**config.mk**
```make
export PLATFORM = sky130hd
export DESIGN_NAME = demux_2_stream
export DESIGN_NICKNAME = d
export VERILOG_FILES = /design/src/rtl/demux_2_stream.sv
export SDC_FILE = /design/constraint.sdc
export NUM_CORES = 1
export LEC_CHECK = 0
export CAP_MARGIN = 20
export CORE_MARGIN = 5
export CORE_UTILIZATION = 35
export DETAILED_ROUTE_END_ITERATION = 12
export PLACE_DENSITY = 0.69
export SKIP_LAST_GASP = 1
export SYNTH_ARGS = -nofsm -noshare
export SYNTH_HDL_FRONTEND = slang
export SYNTH_SLANG_ARGS = --single-unit
export TNS_END_PERCENT = 20
```
**constraint.sdc**
```tcl
create_clock -name i_clk -period 1.6 [get_ports i_clk]
set_input_delay 0.32 -clock i_clk [delete_from_list [all_inputs] [get_ports i_clk]]
set_output_delay 0.32 -clock i_clk [all_outputs]
set_load 0.01 [all_outputs]
```
**src/rtl/demux_2_stream.sv**
```systemverilog
// Registered 1-to-2 valid/ready stream demultiplexer with a one-entry holding register per channel.
// Optional per-channel delivered-beat counters are built when DEMUX_2_CNT_EN is defined.
module demux_2_stream #(
    parameter int N     = 64,
    parameter int CNT_W = 16
) (
    input  logic             i_clk,
    input  logic             i_rst_n,
    input  logic [N-1:0]     i_in,
    input  logic             i_s,
    input  logic             i_valid,
    output logic             o_ready,
    output logic [N-1:0]     o_out0,
    output logic             o_valid0,
    input  logic             i_ready0,
    output logic [N-1:0]     o_out1,
    output logic             o_valid1,
    input  logic             i_ready1
`ifdef DEMUX_2_CNT_EN
    ,
    output logic [CNT_W-1:0] o_cnt0,
    output logic [CNT_W-1:0] o_cnt1
`endif
);

    typedef enum logic {
        EMPTY = 1'b0,
        FULL  = 1'b1
    } chan_state_t;

    chan_state_t      state_q [2];
    chan_state_t      state_d [2];
    logic [N-1:0]     data_q  [2];
    logic [N-1:0]     data_d  [2];

    logic [1:0]       sel;
    logic [1:0]       cons_ready;
    logic [1:0]       accept;
    logic [1:0]       drain;

    assign sel        = {i_s, ~i_s};
    assign cons_ready = {i_ready1, i_ready0};

    // A channel can take a beat when empty or when its current beat leaves this same edge.
    assign o_ready = i_s ? (state_q[1] == EMPTY || i_ready1)
                         : (state_q[0] == EMPTY || i_ready0);

    // NOTE: every always_comb output gets a default first so no latch is inferred.
    always_comb begin
        for (int k = 0; k < 2; k++) begin
            accept[k]  = i_valid & o_ready & sel[k];
            drain[k]   = (state_q[k] == FULL) & cons_ready[k];
            state_d[k] = state_q[k];
            data_d[k]  = data_q[k];
            if (accept[k]) begin
                state_d[k] = FULL;
                data_d[k]  = i_in;
            end else if (drain[k]) begin
                state_d[k] = EMPTY;
            end
        end
    end

    // NOTE: sequential state uses non-blocking assignments only; the payload registers are
    // reset as well because the outputs must read zero during reset.
    always_ff @(posedge i_clk or negedge i_rst_n) begin
        if (!i_rst_n) begin
            for (int k = 0; k < 2; k++) begin
                state_q[k] <= EMPTY;
                data_q[k]  <= '0;
            end
        end else begin
            for (int k = 0; k < 2; k++) begin
                state_q[k] <= state_d[k];
                data_q[k]  <= data_d[k];
            end
        end
    end

    assign o_valid0 = (state_q[0] == FULL);
    assign o_valid1 = (state_q[1] == FULL);
    assign o_out0   = data_q[0];
    assign o_out1   = data_q[1];

`ifdef DEMUX_2_CNT_EN
    logic [CNT_W-1:0] cnt_q [2];
    logic [CNT_W-1:0] cnt_d [2];

    // Counters wrap naturally at 2^CNT_W.
    always_comb begin
        for (int k = 0; k < 2; k++) begin
            cnt_d[k] = drain[k] ? cnt_q[k] + 1'b1 : cnt_q[k];
        end
    end

    always_ff @(posedge i_clk or negedge i_rst_n) begin
        if (!i_rst_n) begin
            for (int k = 0; k < 2; k++) begin
                cnt_q[k] <= '0;
            end
        end else begin
            for (int k = 0; k < 2; k++) begin
                cnt_q[k] <= cnt_d[k];
            end
        end
    end

    assign o_cnt0 = cnt_q[0];
    assign o_cnt1 = cnt_q[1];
`endif

endmodule

```
==> flow_metrics.tcl <==
set metrics [dict create \
    clock_sinks 130 \
    drc 0 \
    drt_iter0_markers 81 \
    maxCapViolCount 0 \
    finalCritPeriodShare_pct 101 \
    critical-path-top-delay-family "buffers and inverters" \
    diodes 0 \
    cp.arrival_ns 1.30 \
    finalSetupViolations 50 \
    seq_area_frac_synth_pct 65.8 \
    grt_pass1_wl_microns 19500 \
    vias 3159 \
    failed_checks "negative setup slack" \
    io_buffers 200 \
    fillers 1163 \
    syn-cell-area_sq_um 4940 \
    antenna_found_initial 0 \
    clock-root-buffer "clkbuf_16" \
    htreeDepth 4 \
    ys_types 15 \
    worstPathRequired_ns 1.28 \
    dieArea_sq_um 16600 \
    die_y_microns 129 \
    cts_tree "yes" \
    cts_setup_buffers 0 \
    wl_microns 12000 \
    synth_nets 351 \
    leakagePower_nw 3.58 \
    drive_gt1_share_pct 32.0 \
    die_w_microns 129 \
    io_pins 201 \
    post-route-min-period_ns 1.62 \
    wl_per_cell_microns 17.5 \
    start_kind "flop" \
    setup_ws_ns -0.0239 \
    grt_overflow_total 0 \
    dr.pass1.iters 4 \
    tightestPinTransition_ns 0.382 \
    endpoint_kind "output port" \
    initial_core_util_pct 35.6 \
    maxSlewViolCount 0 \
    clock_latency_ns 0.41 \
    grt_pass1_vias 3645 \
    final-hold-violation-count 0 \
    pre_cts_ws_ns -0.419 \
    synth-seq-cells 130 \
    gp_congestion 0.744 \
    whs_ns 0.261 \
    worst_clock_skew_ns 0.00589 \
    hold_class "primary input to asynchronous set/reset pin" \
    rsz0062_at_grt "true" \
    rows 43 \
    path_class "flop to output port" \
    cts_buffers 17 \
    slew_headroom_pct 74.5 \
    synth_cells 281 \
    irDropWorstVdd_mv 0.700 \
    path_cells "clkdlybuf4s50_1" \
    ys.warnings.count 0 \
    critical_path.max_fanout 2 \
    syn_avg_cell_area_sq_um 17.6 \
    power.density_nw_per_um2 1290 \
    area_growth_syn_to_layout_pct 56.5 \
    post-dp-hpwl_microns 8580 \
    clkTransAtPathRegs_ns 0.05 \
    worst_path_largest_cell_delay_ns 0.55 \
    grt_max_degree 69 \
    drtAntennaViolNets 0 \
    fmax_mhz 616 \
    final_nets 565 \
    slowest_stage "clkdlybuf4s50_1" \
    path_buf_inv 1 \
    clk_path_buf_depth 2 \
    grt_util_all_layers_pct 15.2 \
    vias_per_cell 4.60 \
    power_mw 10.0 \
    status "finished, violations left" \
    core_sq_um 13900 \
]
[worst paths after layout]
path | slack (ns) | cells past startpoint | endpoint | start
hold / removal | 0.26 | 2 | o_out1[13] | i_rst_n
max in group asynchronous | 0.78 | 3 | o_out0[43] | i_rst_n
setup reg to reg | 0.03 | 5 | o_out1[61] | o_valid1
setup / recovery | -0.02 | 1 | o_out0[10] | o_out0[10]
hold reg to reg | 0.48 | 1 | o_out1[13] | o_out1[13]
min in group i_clk | 0.48 | 1 | o_out1[13] | o_out1[13]
[stage by stage]
| step | TNS (ns) | util [%] | cells | instance area (sq um) |
|---|---|---|---|---|
| floorplan | 0 | - | 281 | 4940 |
| global placement | -49.27 | 51.5 | 655 | 7150 |
| detailed placement | -49.18 | 51.5 | 655 | 7150 |
| CTS | -5.08 | 55.0 | 686 | 7640 |
| global route | -6.03 | 55.7 | 686 | 7730 |
| finish | -0.475 | 55.7 | 686 | 7730 |
[synth_stat cells]
cell type | instances | share of area [%]
inv_1 | 1 | 0.076
o21ai_0 | 1 | 0.10
buf_6 | 13 | 3.0
a21oi_1 | 1 | 0.10
nand2_1 | 1 | 0.076
mux2_1 | 5 | 1.1
mux2_4 | 5 | 1.5
dfrtp_1 | 130 | 66
nand2b_4 | 1 | 0.28
nor2_8 | 1 | 0.41
and2b_1 | 1 | 0.15
nor2_1 | 1 | 0.076
nand2b_1 | 1 | 0.13
nor3b_2 | 1 | 0.25
mux2_2 | 118 | 27
[cell type report]
cell class | count | area (sq um) | share of cell area [%]
Sequential cell | 130 | 3250 | 42.1
Timing Repair Buffer | 208 | 2200 | 28.4
Multi-Input combinational cell | 137 | 1540 | 20.0
Clock buffer | 23 | 478 | 6.18
Tap cell | 180 | 225 | 2.91
Clock inverter | 7 | 35.0 | 0.453
Inverter | 1 | 3.75 | 0.0485
[cell families after synthesis]
family / synth area share (%)
simple gates: 1.37
compound gates: 0.202
buf+inv: 3.04
flops: 65.8
mux: 29.6
[report_power, final]
part	internal (mW)	switching, mW
combinational	1.53	0.937
sequential	3.89	0.296
clock	2.06	1.28
total	7.48	2.51
[state kept, by name, indices dropped and copies added (netlist names)]
register  count
o_out0       64
o_out1       64
o_valid0      1
o_valid1      1
[metal layers]
layer / vias to the layer above / GRT usage (%) / part of all wire [%]
met2: 127 / 24.5 / 48
met4: 0 / 7.29 / 2.3
met5: - / 0 / 0
met3: 19 / 6.97 / 9.6
li1: 1425 / - / -
met1: 1588 / 17.2 / 40
[placed cells by master, fill, tap and decap left out, types with 2 or more instances in the layout]
master	instances
clkinv_2	7
dlymetal6s2s_1	38
clkdlybuf4s50_1	135
mux2_2	118
dlygate4sd2_1	25
mux2_1	5
buf_12	6
dfrtp_1	130
clkbuf_8	3
buf_4	2
mux2_4	5
clkbuf_16	17
clkbuf_1	3
[timing repair]
action | in CTS | in global routing
resized for setup | 29 | 38
hold endpoints to repair | 130 | 0
setup endpoints to repair | 131 | 194
hold buffers | 1 | 0
Power figures use the tool's default switching activity.
